### src/rtl/led_scan_ctrl_if.sv
// Host write/swap port of the seven-segment scan controller.
//
// Signals:
//   wr_valid  host write request
//   wr_ready  controller can accept a write (low while a bank swap is pending)
//   wr_addr   digit index, 0 = rightmost digit
//   wr_data   digit code: bit4 = decimal point, bits3:0 = hex value
//   swap_req  single-cycle pulse asking for the shadow bank to go live at frame end
//
// Modports: master = host logic, slave = led_scan_ctrl.
interface led_scan_ctrl_if;
  logic       wr_valid;
  logic       wr_ready;
  logic [2:0] wr_addr;
  logic [4:0] wr_data;
  logic       swap_req;

  modport master (
    output wr_valid,
    output wr_addr,
    output wr_data,
    output swap_req,
    input  wr_ready
  );

  modport slave (
    input  wr_valid,
    input  wr_addr,
    input  wr_data,
    input  swap_req,
    output wr_ready
  );
endinterface

### src/rtl/led_scan_ctrl.sv
// Time-multiplexed scan controller for an up-to-8-digit common-anode
// seven-segment display. Host writes land in a shadow bank; a swap request
// copies the shadow bank into the active bank at the next frame end, so a
// frame is never torn. One digit is driven at a time.
//
// Ports:
//   clk         system clock
//   rst_n       synchronous active-low reset
//   wr_if       host write/swap port (led_scan_ctrl_if.slave)
//   digit_en    per-digit enable mask, sampled at the start of each slot
//   dig_ctrl    5-bit code for the segment decoder
//   dec_rst_n   decoder enable, 0 forces all segments dark
//   o_an        active-low anode selects
//   frame_done  one-cycle pulse during the last cycle of the last slot
//
// Build option: define LED_SCAN_GHOST_BLANK_EN to insert BLANK_CYC dark
// cycles after every slot (anti-ghosting). Without it slots are back-to-back.
//
// All outputs are registered from the next-state values, so the output
// registers always describe the cycle the FSM is currently in.
module led_scan_ctrl #(
  parameter int unsigned NUM_DIG   = 8,
  parameter int unsigned DIV_CNT   = 50000,
  parameter int unsigned BLANK_CYC = 16
) (
  input  logic               clk,
  input  logic               rst_n,
  led_scan_ctrl_if.slave     wr_if,
  input  logic [NUM_DIG-1:0] digit_en,
  output logic [4:0]         dig_ctrl,
  output logic               dec_rst_n,
  output logic [NUM_DIG-1:0] o_an,
  output logic               frame_done
);

  localparam int unsigned        CW          = (DIV_CNT > 1) ? $clog2(DIV_CNT) : 1;
  localparam logic [CW-1:0]      SLOT_LAST_C = CW'(DIV_CNT - 1);
  localparam logic [CW-1:0]      CNT_ONE_C   = CW'(1'b1);
  localparam logic [CW-1:0]      CNT_ZERO_C  = CW'(1'b0);
  localparam logic [2:0]         IDX_LAST_C  = 3'(NUM_DIG - 1);
  localparam logic [NUM_DIG-1:0] AN_OFF_C    = {NUM_DIG{1'b1}};
  localparam logic [NUM_DIG-1:0] AN_BIT0_C   = NUM_DIG'(1'b1);
  // An out-of-range parameter set keeps every anode off.
  localparam bit CFG_OK_C = (NUM_DIG >= 1) && (NUM_DIG <= 8) &&
                            (DIV_CNT >= 2) && (BLANK_CYC >= 1);

`ifdef LED_SCAN_GHOST_BLANK_EN
  localparam int unsigned   BW            = $clog2(BLANK_CYC + 1);
  localparam logic [BW-1:0] BLANK_LAST_C  = BW'(BLANK_CYC - 1);
  localparam logic [BW-1:0] BLANK_ONE_C   = BW'(1'b1);
  localparam logic [BW-1:0] BLANK_ZERO_C  = BW'(1'b0);
  typedef enum logic [0:0] {SCAN = 1'b0, BLANK = 1'b1} state_t;
`else
  typedef enum logic [0:0] {SCAN = 1'b0} state_t;
`endif

  state_t                   state_r, state_nxt_s;
  logic [2:0]               idx_r, idx_nxt_s, idx_inc_s;
  logic [CW-1:0]            cnt_r, cnt_nxt_s;
`ifdef LED_SCAN_GHOST_BLANK_EN
  logic [BW-1:0]            blank_cnt_r, blank_cnt_nxt_s;
`endif
  logic                     start_r;
  logic                     en_r, en_nxt_s;
  logic                     slot_start_s;
  logic                     end_s;
  logic                     wr_acc_s;
  logic                     swap_pend_r, swap_pend_nxt_s;
  logic [NUM_DIG-1:0][4:0]  shadow_r, shadow_nxt_s;
  logic [NUM_DIG-1:0][4:0]  active_r, active_nxt_s;
  logic                     lit_s;
  logic                     wr_ready_r;
  logic [4:0]               dig_ctrl_r, dig_nxt_s;
  logic                     dec_rst_n_r;
  logic [NUM_DIG-1:0]       o_an_r, an_nxt_s;
  logic                     frame_done_r, fd_nxt_s;

  // Next-state, bank/swap bookkeeping and next-output decode.
  always_comb begin
    state_nxt_s     = state_r;
    idx_nxt_s       = idx_r;
    cnt_nxt_s       = cnt_r;
`ifdef LED_SCAN_GHOST_BLANK_EN
    blank_cnt_nxt_s = blank_cnt_r;
`endif
    slot_start_s    = 1'b0;
    end_s           = 1'b0;
    idx_inc_s       = (idx_r == IDX_LAST_C) ? 3'd0 : (idx_r + 3'd1);

    if (!start_r) begin
      // First cycle out of reset opens slot 0.
      state_nxt_s  = SCAN;
      idx_nxt_s    = 3'd0;
      cnt_nxt_s    = CNT_ZERO_C;
      slot_start_s = 1'b1;
    end else begin
      case (state_r)
        SCAN: begin
          if (cnt_r == SLOT_LAST_C) begin
            end_s = (idx_r == IDX_LAST_C);
`ifdef LED_SCAN_GHOST_BLANK_EN
            state_nxt_s     = BLANK;
            blank_cnt_nxt_s = BLANK_ZERO_C;
`else
            idx_nxt_s    = idx_inc_s;
            cnt_nxt_s    = CNT_ZERO_C;
            slot_start_s = 1'b1;
`endif
          end else begin
            cnt_nxt_s = cnt_r + CNT_ONE_C;
          end
        end
`ifdef LED_SCAN_GHOST_BLANK_EN
        BLANK: begin
          if (blank_cnt_r == BLANK_LAST_C) begin
            state_nxt_s  = SCAN;
            idx_nxt_s    = idx_inc_s;
            cnt_nxt_s    = CNT_ZERO_C;
            slot_start_s = 1'b1;
          end else begin
            blank_cnt_nxt_s = blank_cnt_r + BLANK_ONE_C;
          end
        end
`endif
        default: begin
          state_nxt_s  = SCAN;
          idx_nxt_s    = 3'd0;
          cnt_nxt_s    = CNT_ZERO_C;
          slot_start_s = 1'b1;
        end
      endcase
    end

    // The enable bit is frozen for the whole slot.
    if (slot_start_s) begin
      en_nxt_s = digit_en[idx_nxt_s];
    end else begin
      en_nxt_s = en_r;
    end

    // Writes to digits beyond NUM_DIG complete the handshake but are dropped.
    wr_acc_s     = wr_if.wr_valid && wr_ready_r;
    shadow_nxt_s = shadow_r;
    if (wr_acc_s && ({1'b0, wr_if.wr_addr} < 4'(NUM_DIG))) begin
      shadow_nxt_s[wr_if.wr_addr] = wr_if.wr_data;
    end else begin
      shadow_nxt_s = shadow_r;
    end

    // A pending swap commits on the frame-end cycle; new requests are
    // ignored while one is already pending.
    active_nxt_s = active_r;
    if (end_s && swap_pend_r) begin
      active_nxt_s    = shadow_r;
      swap_pend_nxt_s = 1'b0;
    end else if (wr_if.swap_req && !swap_pend_r) begin
      swap_pend_nxt_s = 1'b1;
    end else begin
      swap_pend_nxt_s = swap_pend_r;
    end

    // Decode outputs for the cycle being entered; dig_ctrl uses the
    // post-swap bank so the first cycle of a new frame already shows it.
    lit_s     = CFG_OK_C && (state_nxt_s == SCAN) && en_nxt_s;
    an_nxt_s  = lit_s ? ~(AN_BIT0_C << idx_nxt_s) : AN_OFF_C;
    dig_nxt_s = (state_nxt_s == SCAN) ? active_nxt_s[idx_nxt_s] : dig_ctrl_r;
    fd_nxt_s  = (state_nxt_s == SCAN) && (idx_nxt_s == IDX_LAST_C) &&
                (cnt_nxt_s == SLOT_LAST_C);
  end

  // State, banks and registered outputs.
  always_ff @(posedge clk) begin
    if (!rst_n) begin
      start_r      <= 1'b0;
      state_r      <= SCAN;
      idx_r        <= 3'd0;
      cnt_r        <= CNT_ZERO_C;
`ifdef LED_SCAN_GHOST_BLANK_EN
      blank_cnt_r  <= BLANK_ZERO_C;
`endif
      en_r         <= 1'b0;
      swap_pend_r  <= 1'b0;
      shadow_r     <= {NUM_DIG{5'h00}};
      active_r     <= {NUM_DIG{5'h00}};
      wr_ready_r   <= 1'b0;
      dig_ctrl_r   <= 5'h00;
      dec_rst_n_r  <= 1'b0;
      o_an_r       <= AN_OFF_C;
      frame_done_r <= 1'b0;
    end else begin
      start_r      <= 1'b1;
      state_r      <= state_nxt_s;
      idx_r        <= idx_nxt_s;
      cnt_r        <= cnt_nxt_s;
`ifdef LED_SCAN_GHOST_BLANK_EN
      blank_cnt_r  <= blank_cnt_nxt_s;
`endif
      en_r         <= en_nxt_s;
      swap_pend_r  <= swap_pend_nxt_s;
      shadow_r     <= shadow_nxt_s;
      active_r     <= active_nxt_s;
      wr_ready_r   <= !swap_pend_nxt_s;
      dig_ctrl_r   <= dig_nxt_s;
      dec_rst_n_r  <= lit_s;
      o_an_r       <= an_nxt_s;
      frame_done_r <= fd_nxt_s;
    end
  end

  assign wr_if.wr_ready = wr_ready_r;
  assign dig_ctrl       = dig_ctrl_r;
  assign dec_rst_n      = dec_rst_n_r;
  assign o_an           = o_an_r;
  assign frame_done     = frame_done_r;

endmodule

### src/flat_wrapper.sv
// flat-port wrapper written by rule: the top's interface ports become plain ports
module led_scan_ctrl_flat 
#(
  parameter int unsigned NUM_DIG   = 8,
  parameter int unsigned DIV_CNT   = 50000,
  parameter int unsigned BLANK_CYC = 16
)
  (clk, rst_n, digit_en, dig_ctrl, dec_rst_n, o_an, frame_done, wr_if_wr_valid, wr_if_wr_addr, wr_if_wr_data, wr_if_swap_req, wr_if_wr_ready);
  led_scan_ctrl_if wr_if_i ();
  input  logic clk;
  input  logic rst_n;
  input  logic [NUM_DIG-1:0] digit_en;
  output logic [4:0] dig_ctrl;
  output logic dec_rst_n;
  output logic [NUM_DIG-1:0] o_an;
  output logic frame_done;
  input wire logic [$bits(wr_if_i.wr_valid)-1:0] wr_if_wr_valid;
  input wire logic [$bits(wr_if_i.wr_addr)-1:0] wr_if_wr_addr;
  input wire logic [$bits(wr_if_i.wr_data)-1:0] wr_if_wr_data;
  input wire logic [$bits(wr_if_i.swap_req)-1:0] wr_if_swap_req;
  output wire logic [$bits(wr_if_i.wr_ready)-1:0] wr_if_wr_ready;
  assign wr_if_i.wr_valid = wr_if_wr_valid;
  assign wr_if_i.wr_addr = wr_if_wr_addr;
  assign wr_if_i.wr_data = wr_if_wr_data;
  assign wr_if_i.swap_req = wr_if_swap_req;
  assign wr_if_wr_ready = wr_if_i.wr_ready;
  led_scan_ctrl #(.NUM_DIG(NUM_DIG), .DIV_CNT(DIV_CNT), .BLANK_CYC(BLANK_CYC)) u_core (.clk(clk), .rst_n(rst_n), .wr_if(wr_if_i), .digit_en(digit_en), .dig_ctrl(dig_ctrl), .dec_rst_n(dec_rst_n), .o_an(o_an), .frame_done(frame_done));
endmodule
### config.mk
export PLATFORM = sky130hd
export DESIGN_NAME = led_scan_ctrl_flat
export DESIGN_NICKNAME = d
export VERILOG_FILES = /design/src/rtl/led_scan_ctrl_if.sv /design/src/rtl/led_scan_ctrl.sv /design/src/flat_wrapper.sv
export SDC_FILE = /design/constraint.sdc
export NUM_CORES = 1
export LEC_CHECK = 0
export CAP_MARGIN = 20
export CORE_ASPECT_RATIO = 2
export CORE_MARGIN = 3
export CORE_UTILIZATION = 60
export DETAILED_ROUTE_END_ITERATION = 12
export GPL_TIMING_DRIVEN = 0
export PLACE_DENSITY = 0.89
export SYNTH_ARGS = -nofsm -noshare
export SYNTH_HDL_FRONTEND = slang
export SYNTH_SLANG_ARGS = --single-unit
### constraint.sdc
create_clock -name clk -period 4.5 [get_ports clk]
set_input_delay 1.35 -clock clk [delete_from_list [all_inputs] [get_ports clk]]
set_output_delay 1.35 -clock clk [all_outputs]
set_load 0.03 [all_outputs]
==> metrics.txt <==
relative slew slack=0.419; Nets=631; Worst path top cell family by delay=buffers and inverters; Arr. time, crit path=between 3 and 4 ns; smallest hold slack=~0.47 ns; Post-Syn Nets=~580; CTS tree=yes; status=finished clean; gr ovfl total=0; filler instances=roughly 580; Worst setup EP type=register; share of layout cells above drive strength 1=0.0660; power share of the clock group=0.547; Slew Limit Fails=0; Syn Inst Count=about 560; RSZ-0062 raised after global routing=false; Crit path buffers/inverters=3; Critical Path Max Stage Delay=between 0.4 and 0.5 ns; Comb pwr share=0.032; cell mode on critical path=clkbuf_1; yosys warns=0; Final ANT Viol Nets=0; CTS resizes=0; crit path kind=in -> reg; fmax=around 320 MHz; htree depth=4; post-detail-place hpwl=around 9700 um; CTS Hold Bufs=0; Worst Setup Slack post-DPL=between 1 and 1.5 ns; clock root cell=clkbuf_16; final period utilization=0.697; initial core utilization=0.619; Worst Tran Pin Value=about 0.85 ns; MaxCap Viol Count=0; Final min period=3.14 ns; global-route wire length before repair=about 22000 um; clk_lat worst skew=between 0.4 and 0.5 ns; Boundary Pins=36; area fraction of the dominant cell type after synthesis=0.453; sequential share of the synthesized area=0.453; 1st-pass router iterations=6; Post-synth EDFFs=0; Netlist cell types=44; ys flop type=dfxtp_1; synthesized area per cell=between 9 and 10 um^2; Placer Congestion=roughly 0.9; worst path cell trace=clkdlybuf4s50_1 -> clkbuf_1 -> nand2_1 -> mux2i_1 -> clkbuf_1 -> nand4_1; Num CTS Buffers=17; Vias/cell=6.17; Fin. Hold Viols=0; Lkg Pwr=0.00224 uW; PnR worst setup slack=about 1.4 ns; die area=between 9000 and 10000 um^2; largest net degree at the start of global routing=17; post-CTS setup buffers=0; top post-synthesis cells by area=dfxtp_1 (45%), mux2i_1 (12%), nand2_1 (6.1%); Hold Crit Class=reg -> reg; Initial DRC Count=roughly 430; # DRC=0; cell at the slowest stage of the critical path=clkdlybuf4s50_1; NetSw=~530 uW; Post-Route Skew=0.00820 ns; clk sinks=approximately 120; initial antenna violation count=0; area leader, netlist=dfxtp_1; CP Max Fanout=10; drt wl/cell=19.4 um; Worst-path clk slew=approximately 0.06 ns; Sw Ratio=0.212; routed wire length=approximately 14000 um; Seq pwr share=0.421; antenna diode count=0; VDD IR max=0.343 mV; FFs w/ async S/R, synth=0; most common library cells after synthesis=dfxtp_1 (117), nand2_1 (84), mux2i_1 (62), nor2b_1 (48), nor2_1 (32); flop and latch count out of synthesis=between 100 and 150; Finished Cell Area=6190 um^2; maximum root-to-sink buffer count=2; row cnt=47; vias in the first global route=between 4k and 5k; Startpoint Class=primary input; Post-Route Utilization=0.742; port bufs=30; core area=approximately 8400 um^2; via count=between 4k and 5k; area grow syn2layout=19.8%; Area after DPL=between 5000 and 6000 um^2; Setup TNS Final=0 ns; Pwr Density=~400 nW/um^2; cell area after synthesis=a little over 5000 um^2; Int Pwr=slightly below 2000 uW; most common cell in the netlist=dfxtp_1; Die Y=between 100 and 150 um; Die Wd=a little over 70 um; All-Layer GR Usage=0.294; Critical Path RT=4.70 ns; Finish-stage setup viols=0
worst min-delay path, stage by stage (launching register included):
cell      delay [ns]
dfxtp_1         0.31
nand2_1         0.05
a21boi_0        0.06
sequential cells by signal, summed over array words and instances, names as in the netlist:
register / count
u_core.start_r: 1
u_core.active_r: 40
u_core.frame_done: 1
u_core.en_r: 1
u_core.cnt_r: 16
u_core.o_an: 8
u_core.wr_if.wr_ready: 1
u_core.swap_pend_r: 1
u_core.shadow_r: 40
u_core.idx_r: 3
u_core.dig_ctrl: 5
power by group through the flow:
stage / registers, uW / logic (uW) / clock network (uW)
after floorplan: 1070 / 42.2 / 0
after global placement: 1070 / 76.7 / 0
after detailed placement: 1070 / 78.1 / 0
after CTS: 1050 / 79.0 / 1360
after global routing: 1050 / 84.8 / 1410
final: 1050 / 79.6 / 1360
final cells by class:
type	count	area [um^2]	share of cell area
Buffer	35	159	0.0257
Tap cell	98	123	0.0198
Sequential cell	117	2340	0.378
Multi-Input combinational cell	406	2660	0.430
Clock buffer	20	447	0.0721
Timing Repair Buffer	30	300	0.0485
Inverter	1	3.75	0.000606
Clock inverter	12	154	0.0249
per-stage QoR:
stage	std cells	power (uW)
2_1_floorplan	559	1110
3_3_place_gp	687	1140
4_1_cts	719	2490
6_report	719	2490
3_5_place_dp	687	1150
5_1_grt	719	2540
layout by cell type, fill, tap and decap left out, types with 15 or more instances in the layout:
cell / instances
clkdlybuf4s50_1: 30
clkbuf_16: 17
nor2_1: 32
nand3_1: 27
nand2_1: 84
clkbuf_1: 32
o21ai_0: 15
nor2b_1: 48
dfxtp_1: 117
a21boi_0: 30
mux2i_1: 62
worst paths after layout:
path	startpoint	endpoint	slack (ns)	depth (start not counted)
worst max-delay path	rst_n	u_core.o_an[1]	1.36	6
worst min-delay path	u_core.active_r[27]	u_core.active_r[27]	0.47	2
worst max register to register	u_core.cnt_r[4]	u_core.o_an[1]	1.37	7
worst min register to register	u_core.active_r[27]	u_core.active_r[27]	0.47	2
layer usage:
metal	up-vias	GRT usage	share of wire
met5	-	0	0
met4	0	0.229	0.072
met3	78	0.0687	0.058
met2	226	0.524	0.52
met1	2096	0.283	0.35
li1	2038	-	-
cell families after synthesis:
family                     Yosys count  synth area share
muxes                               65             0.127
xor gates and xnor gates            15            0.0254
DFF                                117             0.453
and+or+nand+nor                    239             0.236
adders and majority gates            3           0.00726
AOI/OAI and AO/OA                   84             0.120
buffers and inverters               36            0.0315
Power figures use the tool's default switching activity.
==> patch: new RTL, same settings <==
Reset style: asynchronous (`rst_n`), changed in one clocked block. Comments in the files are not updated.
--- a/src/rtl/led_scan_ctrl.sv
+++ b/src/rtl/led_scan_ctrl.sv
@@ -169,7 +169,7 @@
   end
 
   // State, banks and registered outputs.
-  always_ff @(posedge clk) begin
+  always_ff @(posedge clk or negedge rst_n) begin
     if (!rst_n) begin
       start_r      <= 1'b0;
       state_r      <= SCAN;
Function: differs if rst_n is asserted again (counterexample within 4 cycles, from zero or initial values and one cycle with rst_n low); with rst_n held inactive, the same outputs for 10 cycles.
==> patch against the unedited design <==
  * Total power increased by 2.9%
  * Largest cell class is now sequential cells
  * Wire length decreased by 16%
  * Cell area about the same
  * Worst setup slack got worse by 0.27 ns
  * Via count decreased by 22%
  * Register-to-register slack got worse by 0.28 ns
  * Sequential cell count unchanged
  * Area after synthesis decreased by 1.7%
  * Non-clock buffer count decreased by 14
==> patch: results <==
set metrics [dict create \
    outcome "complete, no violations" \
    arrival_ns 3.67 \
    synth_cell_type_count 48 \
    nets 485 \
    drive_gt1_frac 0.225 \
    place_congestion 0.923 \
    whs_ns 0.474 \
    post-route-period-util 0.757 \
    multi_input_gates 268 \
    leakage_nw 2.96 \
    synth_commonest_cells "109 x dfrtp_1, 49 x nand2_1, 48 x mux2_2" \
    async_flop_share 1.00 \
    dr.pass1.iters 4 \
    finClkSkew_ns 0.00567 \
    yosys-top-cells-area "dfrtp_1 54%, mux2_2 11%, mux2_1 4.4%" \
    inverters 7 \
    reg2reg_slack_ns 1.09 \
    switching_share 0.196 \
    io_buffers 35 \
    clk_share 0.0996 \
    drt-initial-drc-count 195 \
    crit_end "u_core.dig_ctrl[4]$_DFF_PN0_" \
    grt_max_degree 79 \
    cts_buffers 17 \
    place_area_mm2 0.00557 \
    max_slew_margin 0.600 \
    register_area_mm2 0.00294 \
    pg_comb_uw 82.7 \
    track_usage 0.267 \
    buffer_area_frac 0.0715 \
    hold_path_startpoint "u_core.active_r[39]$_DFF_PN0_" \
    cts-root-buf "clkbuf_16" \
    grt_pass1_vias 3750 \
    dp_cells 539 \
    multi_input_area_share 0.331 \
    min_to "u_core.active_r[39]$_DFF_PN0_" \
    syn-num-nets 430 \
    cts_resized 0 \
    n_all_buffers 51 \
    hpwl_um 8070 \
    postLayoutCoreUtil 0.768 \
    fillers 498 \
    reg2reg_depth 8 \
    wl_um 11700 \
    path_clk_slew_ns 0.05 \
    vias_per_cell 6.07 \
    dp_slack_ns 1.19 \
    peakVddDrop_v 0.000492 \
    crit-reg2reg-launch "u_core.cnt_r[5]$_DFF_PN0_" \
    final_cells 571 \
    clk_latency_ns 0.41 \
    grt_pass1_wl_um 19100 \
    ys_seq_area_frac 0.578 \
    path_class "reg -> reg" \
    clockBufferCount 22 \
]
==> patch: layer usage <==
layer  wire length, um  global-route usage  vias to the layer above
met5                 0                   0                        -
met4               737               0.167                        0
met3               441              0.0681                       54
met2              6390               0.467                      121
met1              4150               0.281                     1745
li1                  -                   -                     1544
==> patch: worst max-delay path, stage by stage, from the launching register on <==
cell and delay (ns):
dfrtp_1 0.46, or4b_4 0.58, nor4_4 0.53, mux2i_1 0.23, nand2b_1 0.32, clkbuf_1 0.46, mux2_2 0.40, a32oi_1 0.17
nand3_1 0.12
==> patch: cells by family (layout without fill, tap and decap cells) <==
family | count (synthesis) | after routing | share of synthesized area
buffers and inverters | 22 | 90 | 0.0185
flip-flops | 117 | 117 | 0.578
multiplexers | 81 | 81 | 0.190
adder cells (fa/ha/maj) | 3 | 3 | 0.00739
other | 1 | 1 | 0.000738
AO/OA/AOI/OAI | 20 | 20 | 0.0296
XOR/XNOR | 15 | 15 | 0.0259
AND/OR/NAND/NOR | 148 | 148 | 0.150
